### src/rtl/mem_port_arbiter.sv
// mem_port_arbiter: read-priority memory command arbiter with outstanding-read tracking.
// Define MEM_ARB_FAIRNESS_EN to let a waiting write break long read streaks.
module mem_port_arbiter #(
  parameter int ADDRESS_WIDTH   = 25,
  parameter int DATA_WIDTH      = 16,
  parameter int RD_STARVE_LIMIT = 8,
  parameter int MAX_OUTSTANDING = 8
) (
  input  logic                     clk_sys,
  input  logic                     reset,
  input  logic                     wr_valid,
  output logic                     wr_ready,
  input  logic [ADDRESS_WIDTH-1:0] wr_addr,
  input  logic [DATA_WIDTH-1:0]    wr_data,
  input  logic                     rd_valid,
  output logic                     rd_ready,
  input  logic [ADDRESS_WIDTH-1:0] rd_addr,
  output logic [DATA_WIDTH-1:0]    rd_data,
  output logic                     rd_data_valid,
  output logic [ADDRESS_WIDTH-1:0] address_mem,
  output logic                     wr_mem,
  output logic [DATA_WIDTH-1:0]    data_out_mem,
  output logic                     data_out_ready_mem,
  input  logic                     fifo_full_mem,
  input  logic [DATA_WIDTH-1:0]    data_in_mem,
  input  logic                     data_in_ready_mem,
  output logic [3:0]               outstanding,
  output logic                     rd_overflow_err
);
  localparam logic [1:0] IDLE  = 2'd0;
  localparam logic [1:0] RD    = 2'd1;
  localparam logic [1:0] WR    = 2'd2;
  localparam logic [1:0] STALL = 2'd3;

  if (MAX_OUTSTANDING < 1 || MAX_OUTSTANDING > 15 || RD_STARVE_LIMIT < 1) begin : g_bad_param
    $error("mem_port_arbiter: illegal parameter value");
  end

  logic [1:0]               state_q, state_d;
  logic [ADDRESS_WIDTH-1:0] address_q, address_d;
  logic                     wr_mem_q, wr_mem_d;
  logic [DATA_WIDTH-1:0]    data_out_q, data_out_d;
  logic [3:0]               outstanding_q, outstanding_d;
  logic                     err_q, err_d;
  logic [DATA_WIDTH-1:0]    rd_data_q, rd_data_d;
  logic                     rd_dv_q;
  logic                     force_wr, full_os, ret_ok, issue;

`ifdef MEM_ARB_FAIRNESS_EN
  localparam int SW = $clog2(RD_STARVE_LIMIT + 1);
  logic [SW-1:0] rd_streak_q, rd_streak_d;
  assign force_wr    = wr_valid && rd_streak_q == SW'(RD_STARVE_LIMIT);
  assign rd_streak_d = (wr_ready || !wr_valid) ? '0 : rd_ready ? rd_streak_q + 1'b1 : rd_streak_q;
  always_ff @(posedge clk_sys or posedge reset)
    if (reset) rd_streak_q <= '0;
    else rd_streak_q <= rd_streak_d;
`else
  assign force_wr = 1'b0;
`endif

  assign full_os  = outstanding_q == 4'(MAX_OUTSTANDING);
  assign rd_ready = !fifo_full_mem && rd_valid && !full_os && !force_wr;
  assign wr_ready = !fifo_full_mem && wr_valid && !rd_ready;
  assign issue    = rd_ready || wr_ready;
  // A return with nothing in flight is spurious and must not be forwarded.
  assign ret_ok   = data_in_ready_mem && outstanding_q != 4'd0;

  always_comb begin
    address_d     = issue ? (rd_ready ? rd_addr : wr_addr) : address_q;
    wr_mem_d      = issue ? wr_ready : wr_mem_q;
    data_out_d    = wr_ready ? wr_data : data_out_q;
    outstanding_d = outstanding_q + 4'(rd_ready) - 4'(ret_ok);
    err_d         = err_q || (data_in_ready_mem && !ret_ok);
    rd_data_d     = ret_ok ? data_in_mem : rd_data_q;
    state_d       = rd_ready ? RD : wr_ready ? WR :
                    (fifo_full_mem && (wr_valid || rd_valid)) ? STALL : IDLE;
  end

  always_ff @(posedge clk_sys or posedge reset)
    if (reset) begin
      state_q       <= IDLE;
      address_q     <= '0;
      wr_mem_q      <= 1'b0;
      data_out_q    <= '0;
      outstanding_q <= 4'd0;
      err_q         <= 1'b0;
      rd_data_q     <= '0;
      rd_dv_q       <= 1'b0;
    end else begin
      state_q       <= state_d;
      address_q     <= address_d;
      wr_mem_q      <= wr_mem_d;
      data_out_q    <= data_out_d;
      outstanding_q <= outstanding_d;
      err_q         <= err_d;
      rd_data_q     <= rd_data_d;
      rd_dv_q       <= ret_ok;
    end

  // The command strobe is exactly "an issue happened last edge", which the state encodes.
  assign data_out_ready_mem = state_q == RD || state_q == WR;
  assign address_mem        = address_q;
  assign wr_mem             = wr_mem_q;
  assign data_out_mem       = data_out_q;
  assign outstanding        = outstanding_q;
  assign rd_overflow_err    = err_q;
  assign rd_data            = rd_data_q;
  assign rd_data_valid      = rd_dv_q;
endmodule

### config.mk
export PLATFORM = sky130hd
export DESIGN_NAME = mem_port_arbiter
export DESIGN_NICKNAME = d
export VERILOG_FILES = /design/src/rtl/mem_port_arbiter.sv
export SDC_FILE = /design/constraint.sdc
export NUM_CORES = 1
export LEC_CHECK = 0
export CAP_MARGIN = 20
export CORE_MARGIN = 2
export CORE_UTILIZATION = 36
export DETAILED_ROUTE_END_ITERATION = 16
export GPL_TIMING_DRIVEN = 1
export PLACE_DENSITY = 0.74
export SLEW_MARGIN = 40
export SYNTH_ARGS = -nofsm -noshare
export SYNTH_HDL_FRONTEND = slang
export SYNTH_SLANG_ARGS = --single-unit
### constraint.sdc
create_clock -name clk_sys -period 2.7 [get_ports clk_sys]
set_clock_uncertainty 0.1 [all_clocks]
set_input_delay 0.675 -clock clk_sys [delete_from_list [all_inputs] [get_ports clk_sys]]
set_output_delay 0.675 -clock clk_sys [all_outputs]
set_load 0.005 [all_outputs]
==> report_table.html, run 1 <==
<table>
<tr><th>Metric</th><th>Value</th></tr>
<tr><th colspan="2">Power and ir drop</th></tr>
<tr><td>Sw Pwr</td><td>0.9491 mW</td></tr>
<tr><td>Share of total power in combinational logic</td><td>0.385</td></tr>
<tr><td>Leakage</td><td>2.053 nW</td></tr>
<tr><td>Switching Fraction</td><td>0.2651</td></tr>
<tr><td>Sequential share of power</td><td>0.389</td></tr>
<tr><td>Internal power of the cells</td><td>2.631 mW</td></tr>
<tr><td>Power density cells</td><td>739.6 nW/um^2</td></tr>
<tr><td>Clock group share of total power</td><td>0.226</td></tr>
<tr><td>Worst vdd ir</td><td>463.2 uV</td></tr>
<tr><th colspan="2">Yosys</th></tr>
<tr><td>Area of the mapped netlist</td><td>2957 um^2</td></tr>
<tr><td>Yosys warning total</td><td>0</td></tr>
<tr><td>Post-synthesis sequential area ratio</td><td>0.5586</td></tr>
<tr><td>Number of distinct library cells after synthesis</td><td>24</td></tr>
<tr><td>Gate count of the mapped netlist</td><td>192</td></tr>
<tr><td>Flip-flop and latch count after synthesis</td><td>66</td></tr>
<tr><td>Net count after synthesis</td><td>287</td></tr>
<tr><td>Synthesized area per cell</td><td>15.40 um^2</td></tr>
<tr><th colspan="2">Timing</th></tr>
<tr><td>Worst Setup Slack, final</td><td>0.1238 ns</td></tr>
<tr><td>Count of final max-slew check failures</td><td>0</td></tr>
<tr><td>Setup-failing EPs final</td><td>0</td></tr>
<tr><td>Slew of the pin with the lowest slew margin</td><td>0.3948 ns</td></tr>
<tr><td>RSZ-0062 raised after global routing</td><td>false</td></tr>
<tr><td>Achievable clock frequency</td><td>388.2 MHz</td></tr>
<tr><td>Tightest slew margin relative to the limit</td><td>0.7364</td></tr>
<tr><td>Final Hold Fails</td><td>0</td></tr>
<tr><td>Final Cycle Share</td><td>0.9542</td></tr>
<tr><td>Clock period minus worst slack</td><td>2.576 ns</td></tr>
<tr><th colspan="2">Setup path</th></tr>
<tr><td>Worst reg2reg path depth</td><td>11</td></tr>
<tr><td>Crit path arrival time</td><td>1.80 ns</td></tr>
<tr><td>Critical-path maximum fanout</td><td>3</td></tr>
<tr><td>Required time worst endpoint</td><td>1.92 ns</td></tr>
<tr><td>Worst Setup End Kind</td><td>output port</td></tr>
<tr><td>Setup Crit Path Kind</td><td>register to output port</td></tr>
<tr><td>Worst Setup Start Kind</td><td>register</td></tr>
<tr><th colspan="2">Global route</th></tr>
<tr><td>Wire length of the first global-routing pass</td><td>10.56 mm</td></tr>
<tr><td>Met3 layer usage reported by global route</td><td>0.05587</td></tr>
<tr><td>Routing usage on met2</td><td>0.2512</td></tr>
<tr><td>Met1 Resource Use GR</td><td>0.1870</td></tr>
<tr><td>Sum of overflow across all layers after global routing</td><td>0</td></tr>
<tr><td>Total global routing track utilization</td><td>0.1546</td></tr>
<tr><td>Busiest metal layer after global routing</td><td>met2</td></tr>
<tr><td>Pin count of the biggest net entering global routing</td><td>35</td></tr>
<tr><td>Via count of the first global-routing pass</td><td>2174</td></tr>
<tr><td>Antenna violations before repair</td><td>0</td></tr>
<tr><th colspan="2">Place</th></tr>
<tr><td>Placement Cell Area</td><td>4637 um^2</td></tr>
<tr><td>Weighted congestion reported at the end of routability-driven placement</td><td>0.7271</td></tr>
<tr><td>Placement Setup Slack</td><td>-0.1481 ns</td></tr>
<tr><td>Post-DP HPWL</td><td>5.044 mm</td></tr>
<tr><td>Number of input and output port buffers inserted</td><td>154</td></tr>
<tr><th colspan="2">Floorplanning</th></tr>
<tr><td>DIE WIDTH</td><td>94.63 um</td></tr>
<tr><td>Initial standard-cell utilization of the core</td><td>0.3653</td></tr>
<tr><td>Number of rows created at floorplan</td><td>33</td></tr>
<tr><td>Boundary pin count</td><td>155</td></tr>
<tr><td>DIE AREA</td><td>8954 um^2</td></tr>
<tr><td>Die Span Y</td><td>94.63 um</td></tr>
<tr><td>Area inside the core boundary</td><td>8093 um^2</td></tr>
<tr><th colspan="2">Routing</th></tr>
<tr><td>Final antenna-violating net count</td><td>0</td></tr>
<tr><td>Via Count</td><td>2114</td></tr>
<tr><td>Violation count after the first detailed-route iteration</td><td>35</td></tr>
<tr><td>Drt via density</td><td>4.498</td></tr>
<tr><td>Number of DRC violations after detailed routing</td><td>0</td></tr>
<tr><td>Average detailed-routed wire length per instance</td><td>14.64 um</td></tr>
<tr><td>Total routed wirelength</td><td>6.881 mm</td></tr>
<tr><td>Number of iterations in the first detailed-routing pass</td><td>3</td></tr>
<tr><th colspan="2">CTS</th></tr>
<tr><td>Root Buffer</td><td>sky130_fd_sc_hd__clkbuf_8</td></tr>
<tr><td>Clock transition time at the flip-flop clock pins of the worst setup and hold paths</td><td>0.07 ns</td></tr>
<tr><td>Longest Clk Path Bufs</td><td>2</td></tr>
<tr><td>Sinks on Clock Net</td><td>66</td></tr>
<tr><td>Worst skew pair latency</td><td>0.33 ns</td></tr>
<tr><td>H-tree depth reported by CTS</td><td>3</td></tr>
<tr><td>Clock tree from TritonCTS</td><td>done</td></tr>
<tr><td>Inserted Clock Buffers</td><td>9</td></tr>
<tr><th colspan="2">Worst hold path</th></tr>
<tr><td>Hold Path Class</td><td>register to register</td></tr>
<tr><td>Cell count of the worst hold path</td><td>1</td></tr>
<tr><th colspan="2">Run status</th></tr>
<tr><td>Run status</td><td>complete, no violations</td></tr>
<tr><th colspan="2">Finish</th></tr>
<tr><td>Synthesis-to-finish area growth</td><td>63.73%</td></tr>
<tr><td>Antenna diode count</td><td>0</td></tr>
<tr><td>Final net count</td><td>455</td></tr>
<tr><td>Post-route cell area</td><td>4841 um^2</td></tr>
<tr><td>Layout cell share with drive strength beyond 1</td><td>0.3123</td></tr>
<tr><th colspan="2">Run</th></tr>
<tr><td>Max-Cap Viols</td><td>0</td></tr>
</table>
## power by group through the flow
stage	Sequential, mW	Combinational [mW]	Clock, mW
5_1_grt	1.43	1.51	0.887
6_report	1.39	1.38	0.809
2_1_floorplan	1.43	0.571	0
4_1_cts	1.40	1.40	0.837
3_3_place_gp	1.40	1.36	0
3_5_place_dp	1.41	1.38	0
## registers in the layout (all words and copies together), names as in the netlist
name / count
rd_data: 16
rd_overflow_err: 1
outstanding: 4
state_q: 2
address_mem: 25
rd_data_valid: 1
data_out_mem: 16
wr_mem: 1
## routing by layer
layer	vias up	wire length, um
li1	1000	-
met1	1023	2854
met2	83	3351
met3	8	597
met4	0	78
met5	-	0
## Yosys cell counts
master	number	area, um^2
sky130_fd_sc_hd__mux2_2	73	822.0
sky130_fd_sc_hd__dfrtp_1	66	1652
sky130_fd_sc_hd__inv_1	13	48.80
sky130_fd_sc_hd__mux2_4	9	135.1
sky130_fd_sc_hd__ha_1	6	75.07
sky130_fd_sc_hd__buf_2	3	15.01
sky130_fd_sc_hd__buf_4	2	15.01
sky130_fd_sc_hd__buf_6	2	22.52
sky130_fd_sc_hd__nand2_1	2	7.510
sky130_fd_sc_hd__xor2_1	2	17.52
sky130_fd_sc_hd__a21boi_0	1	7.510
sky130_fd_sc_hd__a21o_1	1	7.510
sky130_fd_sc_hd__a21oi_1	1	5.000
sky130_fd_sc_hd__a21oi_4	1	16.27
sky130_fd_sc_hd__a22o_1	1	8.760
sky130_fd_sc_hd__a41o_1	1	10.01
sky130_fd_sc_hd__buf_12	1	20.02
sky130_fd_sc_hd__fa_1	1	20.02
sky130_fd_sc_hd__nand2b_1	1	6.260
sky130_fd_sc_hd__nand3b_1	1	7.510
sky130_fd_sc_hd__o21ai_0	1	5.000
sky130_fd_sc_hd__o31ai_2	1	12.51
sky130_fd_sc_hd__or3b_4	1	11.26
sky130_fd_sc_hd__xnor2_1	1	8.760
## stage by stage
step / setup TNS [ns] / utilization / hold slack, ns / total power [mW] / std cells
2_1_floorplan: 0 / - / 0.3602 / 2.005 / 192
3_3_place_gp: -0.1535 / 0.5730 / 0.3598 / 2.762 / 452
3_5_place_dp: -0.1914 / 0.5730 / 0.3617 / 2.791 / 452
4_1_cts: 0 / 0.5982 / 0.3839 / 3.637 / 470
5_1_grt: 0 / 0.5982 / 0.4204 / 3.822 / 470
6_report: 0 / 0.5982 / 0.3810 / 3.580 / 470
## kinds of logic (layout without fill, tap and decap cells)
group / after synthesis / count (layout) / synth area share
xor gates and xnor gates: 3 / 3 / 0.008889
muxes: 82 / 82 / 0.3237
buffers and inverters: 21 / 194 / 0.04105
adders and majority gates: 7 / 7 / 0.03216
AOI/OAI and AO/OA: 8 / 8 / 0.02455
and+or+nand+nor: 5 / 5 / 0.01101
DFF: 66 / 66 / 0.5586
## final timing paths
check,from,end,slack [ns]
max reg2reg,outstanding[2],outstanding[2],0.40
max in group asynchronous,reset,address_mem[0],1.38
min reg2reg,rd_overflow_err,rd_overflow_err,0.38
min,rd_overflow_err,rd_overflow_err,0.38
min in group asynchronous,reset,address_mem[20],0.55
max,outstanding[2],wr_ready,0.12
## critical path, cell delays in order, from the launching register on
cell                      delay [ns]
sky130_fd_sc_hd__dfrtp_1        0.40
sky130_fd_sc_hd__inv_2          0.08
sky130_fd_sc_hd__ha_1           0.14
sky130_fd_sc_hd__or3b_4         0.38
sky130_fd_sc_hd__buf_4          0.15
sky130_fd_sc_hd__a21oi_4        0.17
sky130_fd_sc_hd__buf_2          0.15
## cell type report
cell class              count  area [um^2]
inverters                  13        48.80
well taps                 105        131.4
fillers                   687         3252
multi-input cells         105         1184
clock inverters             6        67.56
repair buffers            165         1630
flip-flops and latches     66         1652
clock buffers              10        127.6
## timing repair
action | 4_1_cts | 5_1_grt
gates resized for setup | 6 | 0
setup endpoints to repair | 2 | 0
hold buffers | 0 | 0
setup buffers | 2 | 0
## cells in the final DEF (no fill, tap or decap), types with 2 or more instances in the layout
master                            netlist  layout
sky130_fd_sc_hd__clkinvlp_4             0       2
sky130_fd_sc_hd__inv_2                  0       2
sky130_fd_sc_hd__clkdlybuf4s50_1        0     152
sky130_fd_sc_hd__dfrtp_1               66      66
sky130_fd_sc_hd__xor2_1                 2       2
sky130_fd_sc_hd__ha_1                   6       6
sky130_fd_sc_hd__clkinv_4               0       2
sky130_fd_sc_hd__mux2_4                 9       9
sky130_fd_sc_hd__inv_1                 13      11
sky130_fd_sc_hd__mux2_2                73      73
sky130_fd_sc_hd__nand2_1                2       2
sky130_fd_sc_hd__buf_4                  2      10
sky130_fd_sc_hd__clkbuf_8               0       9
No activity file was read; power rests on OpenSTA's default activity.
==> run 2, diff against run 1 <==
--- a/config.mk
+++ b/config.mk
@@ -11,7 +11,6 @@
 export DETAILED_ROUTE_END_ITERATION = 16
 export GPL_TIMING_DRIVEN = 1
 export PLACE_DENSITY = 0.74
-export SLEW_MARGIN = 40
 export SYNTH_ARGS = -nofsm -noshare
 export SYNTH_HDL_FRONTEND = slang
 export SYNTH_SLANG_ARGS = --single-unit
==> results of run 2 <==
Same layout as run 1: the final DEF is identical, and so are final timing and power.
